--- config.mk ---
export PLATFORM = sky130hd
export DESIGN_NAME = decade_chain_ctrl
export DESIGN_NICKNAME = d
export VERILOG_FILES = /design/src/rtl/decade_pkg.sv /design/src/rtl/bcd_digit.sv /design/src/rtl/decade_chain_ctrl.sv
export SDC_FILE = /design/constraint.sdc
export NUM_CORES = 1
export LEC_CHECK = 0
export ABC_CLOCK_PERIOD_IN_PS = 11800
export CAP_MARGIN = 10
export CORE_AREA = 2 2 88 90
export CTS_CLUSTER_DIAMETER = 40
export DETAILED_ROUTE_END_ITERATION = 12
export DIE_AREA = 0 0 90 92
export PLACE_DENSITY = 0.62
export SETUP_SLACK_MARGIN = 0.1
export SLEW_MARGIN = 20
export SYNTH_ARGS = -nofsm -noshare
export SYNTH_HDL_FRONTEND = slang
export SYNTH_HIERARCHICAL = 1
export SYNTH_SLANG_ARGS = --single-unit
--- constraint.sdc ---
create_clock -name clk -period 11.8 [get_ports clk]
set_input_delay 1.77 -clock clk [delete_from_list [all_inputs] [get_ports clk]]
set_output_delay 1.77 -clock clk [all_outputs]
set_load 0.1 [all_outputs]
--- src/rtl/decade_pkg.sv ---
`default_nettype none
// +--------------------------------------------------------------------------+
// | decade_pkg : shared types and helpers for the BCD decade chain           |
// | Rev 1.0                                                                  |
// +--------------------------------------------------------------------------+
package decade_pkg;

   typedef logic [3:0] bcd_t;

   typedef enum logic [1:0] {
      IDLE  = 2'd0,
      RUN   = 2'd1,
      PAUSE = 2'd2,
      DONE  = 2'd3
   } state_t;

   localparam bcd_t BCD_MAX = 4'd9;

   function automatic logic bcd_valid(input bcd_t nibble);
      return (nibble <= BCD_MAX);
   endfunction

endpackage
`default_nettype wire

--- src/rtl/bcd_digit.sv ---
`default_nettype none
// +--------------------------------------------------------------------------+
// | bcd_digit : one 0..9 decade counter stage with cascade enable out        |
// | Rev 1.0                                                                  |
// +--------------------------------------------------------------------------+
module bcd_digit
   import decade_pkg::*;
(
   input  logic clk,
   input  logic r,
   input  logic ce,
   input  logic clr,
   output bcd_t q,
   output logic tc,
   output logic ceo
);

   bcd_t q_q;
   bcd_t q_d;

   always_comb begin
      q_d = q_q;
      if (clr) begin
         q_d = 4'd0;
      end else if (ce) begin
         q_d = tc ? 4'd0 : q_q + 4'd1;
      end
   end

   always_ff @(posedge clk or posedge r) begin
      if (r) begin
         q_q <= 4'd0;
      end else begin
         q_q <= q_d;
      end
   end

   assign q   = q_q;
   assign tc  = (q_q == BCD_MAX);
   assign ceo = ce & tc;

endmodule
`default_nettype wire

--- src/rtl/decade_chain_ctrl.sv ---
`default_nettype none
// +--------------------------------------------------------------------------+
// | decade_chain_ctrl : run/pause/clear sequencer for a BCD counter chain    |
// | Rev 1.0                                                                  |
// +--------------------------------------------------------------------------+
module decade_chain_ctrl
   import decade_pkg::*;
#(
   parameter int NDIG = 4,
   parameter int DIV  = 50
) (
   input  logic              clk,
   input  logic              r,
   input  logic              start,
   input  logic              stop,
   input  logic              clr,
   input  logic [4*NDIG-1:0] target,
   output logic [4*NDIG-1:0] q,
   output logic              running,
   output logic              done,
   output logic              ovf,
   output logic              tco
);

   localparam int            PW       = (DIV > 1) ? $clog2(DIV) : 1;
   localparam logic [PW-1:0] PRE_LAST = PW'(DIV - 1);

   state_t          state_q, state_d;
   logic [PW-1:0]   pre_q, pre_d;
   logic            ovf_q, ovf_d;
   logic            dig_clr;
   logic            tick;
   logic            tgt_valid;
   logic            match;
   logic [NDIG:0]   ce;
   logic [NDIG-1:0] tc;
   bcd_t            dig_q [NDIG];
   logic [4*NDIG-1:0] nxt;

   // Stop and clear both veto a tick landing on the same edge.
   assign tick  = (state_q == RUN) && (pre_q == PRE_LAST) && !clr && !stop;
   assign ce[0] = tick;

   generate
      for (genvar k = 0; k < NDIG; k++) begin : g_digit
         bcd_digit u_digit (
            .clk (clk),
            .r   (r),
            .ce  (ce[k]),
            .clr (dig_clr),
            .q   (dig_q[k]),
            .tc  (tc[k]),
            .ceo (ce[k+1])
         );
         assign q[4*k +: 4]   = dig_q[k];
         assign nxt[4*k +: 4] = ce[k] ? (tc[k] ? 4'd0 : dig_q[k] + 4'd1) : dig_q[k];
      end
   endgenerate

   always_comb begin
      tgt_valid = 1'b1;
      for (int k = 0; k < NDIG; k++) begin
         if (!bcd_valid(target[4*k +: 4])) tgt_valid = 1'b0;
      end
   end

   assign match = tick && tgt_valid && (nxt == target);
   // The cascade-out of the last stage is exactly "tick while all digits are 9".
   assign tco   = ce[NDIG];

   always_comb begin
      state_d = state_q;
      pre_d   = pre_q;
      ovf_d   = ovf_q;
      dig_clr = 1'b0;
      if (clr) begin
         state_d = IDLE;
         pre_d   = '0;
         ovf_d   = 1'b0;
         dig_clr = 1'b1;
      end else begin
         if (tco) ovf_d = 1'b1;
         case (state_q)
            IDLE: begin
               if (!stop && start) begin
                  state_d = RUN;
                  pre_d   = '0;
               end
            end
            RUN: begin
               if (stop) begin
                  state_d = PAUSE;
               end else begin
                  pre_d = (pre_q == PRE_LAST) ? '0 : pre_q + PW'(1);
                  if (match) state_d = DONE;
               end
            end
            PAUSE: begin
               if (!stop && start) state_d = RUN;
            end
            DONE: begin
               if (!stop && start) begin
                  state_d = RUN;
                  pre_d   = '0;
                  dig_clr = 1'b1;
               end
            end
            default: state_d = IDLE;
         endcase
      end
   end

   always_ff @(posedge clk or posedge r) begin
      if (r) begin
         state_q <= IDLE;
         pre_q   <= '0;
         ovf_q   <= 1'b0;
      end else begin
         state_q <= state_d;
         pre_q   <= pre_d;
         ovf_q   <= ovf_d;
      end
   end

   assign running = (state_q == RUN);
   assign done    = (state_q == DONE);
   assign ovf     = ovf_q;

endmodule
`default_nettype wire

==> impl_metrics.yaml <==
run_status:
  status: "finished clean"
clock_network:
  postCtsSetupBuffers: 0
  cts_buffer_depth: 2
  cts-resized-gates: 0
  htreeDepth: 1
  cts_sinks: 25
  postCtsHoldBufs: 0
  clock_latency_ns: 0.28
  clock-root-buffer: "clkbuf_8"
  clk_pin_slew_ns: 0.09
  cts_tree: "yes"
  cts_buffers: 3
detailed_routing:
  met2_length_um: 2982
  routed_wl_um: 6250
  wl_met3_um: 180
  vias: 2377
  viasPerCell: 5.366
  wl_met1_um: 3026
  drt-initial-drc-count: 87
  drc: 0
  ant_nets: 0
  wl_per_cell_um: 14.11
  dr.max_layer_used: "met4"
  dr.pass1.iters: 4
timing:
  max_freq_mhz: 126.6
  min_period_over_period_pct: 66.96
  period_minus_slack_ns: 7.901
  setup_viol: 0
  slew_headroom_pct: 34.55
  finalSetupTns_ns: 0
  rsz0062_at_grt: "false"
  fin_skew_ns: 0.002711
  tightest_slew_ns: 0.9787
  slew_violations: 0
  hold_viol: 0
synthesis:
  yosys_register_bits: 25
  synth_edf_count: 0
  synth_nets: 341
  ys.flop_type: "dfrtp_1"
  syn_area_mm2: 0.002515
  yosysSeqAreaShare_pct: 24.88
  synthCells: 303
  yosysUniqueCellTypes: 66
  syn_avg_cell_area_um2: 8.300
  synthArstFlopShare_pct: 100.0
  yosys_warnings: 6
critical_path:
  cp_common_cell: "and2_1"
  worstPathRequired_ns: 10.03
  worst-r2r-cell-count: 15
  cp_num_cells: 9
  path_delay_family: "simple AND/OR/NAND/NOR gates"
  crit_fanout: 17
  critical_path.startpoint: "clr"
  endpoint_kind: "output pin"
  reg2reg_to: "state_q[0]"
  crit_path_cell_trace: "clkdlybuf4s50_1 > nor3b_1 > nand3_1 > inv_1 > and2_1 > and2_1 > and2_1 > and2_1 > clkdlybuf4s50_1"
  cp_data_arrival_time_ns: 6.13
  path_buf_inv: 3
  cp-start-kind: "input port"
  critPathKind: "input port to output pin"
  r2r_start: "state_q[1]"
  crit_path_end: "tco"
  slowest_delay_ns: 1.14
  reg2reg_slack_ns: 6.82
  slowest_stage: "clkdlybuf4s50_1"
floorplanning:
  ios: 41
  die_w_um: 90
  num_rows: 32
  die-height_um: 92
  core_area_mm2: 0.007447
  initial_utilization_pct: 33.77
  dieArea_mm2: 0.008280
cells_and_area:
  final_core_util_pct: 40.81
  multiInputGateArea_mm2: 0.001743
  nets: 380
  diodes: 0
  syn_to_final_growth_pct: 20.85
  drive_above_1_share_pct: 6.745
  nFillCells: 757
  seq_area_um2: 625.6
power_and_ir_drop:
  power.density_mw_per_mm2: 57.12
  power_mw: 0.1736
  p_int_mw: 0.1254
  power_frac_clock_pct: 30.5
  p_sw_mw: 0.04821
  power_frac_comb_pct: 18.8
  power_leakage_nw: 1.181
  netSwitchingFraction_pct: 27.77
  vdd_ir_drop_max_mv: 0.03339
  power_frac_seq_pct: 50.7
global_route:
  grt_pass1_vias: 2229
  grt_antenna_before_repair: 0
  grt_max_degree: 18
  overflow: 0
  grt_pass1_wl_um: 10850
  grt_usage_pct: 15.55
placed_design:
  place_congestion: 0.8314
  hpwl_um: 4681
  port_buffers: 40
run:
  cap_violations: 0
min_path:
  holdCritPathClass: "register to register"
-- synth_stat cells, types with 3 or more instances --
cell | count | area [um^2]
nand2b_1 | 15 | 93.84
nand3b_2 | 4 | 45.04
nor2_1 | 15 | 56.30
nor2b_1 | 10 | 62.56
xnor2_1 | 5 | 43.79
mux2i_1 | 3 | 30.03
a21oi_1 | 15 | 75.07
o21ai_0 | 28 | 140.1
and4b_1 | 5 | 50.05
nand4_1 | 8 | 50.05
dfrtp_1 | 25 | 625.6
a21boi_0 | 4 | 30.03
o31ai_1 | 3 | 22.52
a31oi_1 | 3 | 18.77
and3_1 | 4 | 25.02
nor3_1 | 3 | 15.01
a21oi_2 | 4 | 35.03
nand3_1 | 7 | 35.03
nand2_1 | 18 | 67.56
nor3b_1 | 4 | 30.03
and2_1 | 4 | 25.02
o211ai_1 | 3 | 22.52
nand3b_1 | 9 | 67.56
inv_1 | 26 | 97.59
or3b_1 | 5 | 43.79
ha_1 | 17 | 212.7
-- metal layers --
metal	vias to the layer above	GRT usage [%]
li1	1208	-
met4	0	4.359
met5	-	0
met1	1130	21.32
met2	35	25.94
met3	4	1.808
-- state kept, by name (all words and copies together) (netlist names) --
name	cells
ovf	1
pre_q	6
state_q	2
g_digit.u_digit/q	16
-- metrics by stage --
stage               hold slack (ns)  std cells  area (um^2)  worst slack (ns)
floorplan                    0.4607        303         2515             5.798
global route                 0.5343        443         3039             3.462
detailed placement           0.4914        439         2994             3.916
global placement             0.4818        439         2994             4.068
finish                       0.5048        443         3039             3.899
CTS                          0.5111        443         3039             3.912
-- power groups by stage --
stage               clock [mW]  combinational [mW]  sequential [mW]
finish                  0.0530              0.0326           0.0880
global route            0.0583              0.0359           0.0883
CTS                     0.0555              0.0329           0.0880
detailed placement           0              0.0327           0.0897
global placement             0              0.0326           0.0896
floorplan                    0              0.0191           0.0894
-- cells in the final DEF (no fill, tap or decap), drive strengths merged, types with 4 or more instances in the layout --
| master | Yosys | routed |
|---|---|---|
| nand2 | 18 | 18 |
| dfrtp | 25 | 25 |
| clkdlybuf4s50 | 0 | 40 |
| and4b | 5 | 5 |
| clkbuf | 3 | 4 |
| nand2b | 15 | 15 |
| o21ai | 28 | 28 |
| or3b | 7 | 7 |
| nand3b | 13 | 13 |
| ha | 17 | 17 |
| and2 | 4 | 4 |
| nor2 | 15 | 15 |
| a21oi | 19 | 19 |
| a21boi | 4 | 4 |
| nand4 | 8 | 8 |
| and3 | 4 | 4 |
| o31ai | 4 | 4 |
| nor3b | 4 | 4 |
| nand3 | 7 | 7 |
| inv | 26 | 26 |
| nor2b | 10 | 10 |
| xnor2 | 5 | 5 |
-- layout make-up --
cell class | count | area share, %
multi-input cells | 246 | 57.35
flip-flops and latches | 25 | 20.58
repair buffers | 40 | 13.17
well taps | 102 | 4.199
inverters | 26 | 3.211
clock buffers | 4 | 1.482
-- worst min-delay path, cell delays in order (launching register included) --
cell,delay (ns)
dfrtp_1,0.35
nor2_1,0.05
nor2_1,0.07
-- worst min path at each step --
stage | start | to | slack [ns] | cells after the start
after global placement | ovf | ovf | 0.48 | 2
after detailed placement | ovf | ovf | 0.49 | 2
after global routing | pre_q[5] | pre_q[5] | 0.53 | 1
after CTS | ovf | ovf | 0.51 | 2
final | ovf | ovf | 0.50 | 2
after floorplan | pre_q[5] | pre_q[5] | 0.46 | 1
-- logic make-up (layout without fill, tap and decap cells) --
logic type	Yosys count	in the layout	share of synthesized area [%]
simple gates	130	130	33.08
compound gates	89	89	24.03
buf+inv	32	70	5.820
flops	25	25	24.88
fa+ha+maj	17	17	8.458
xor+xnor	6	6	2.090
mux	4	4	1.642
Note: power is estimated with default switching activity, not from simulation.
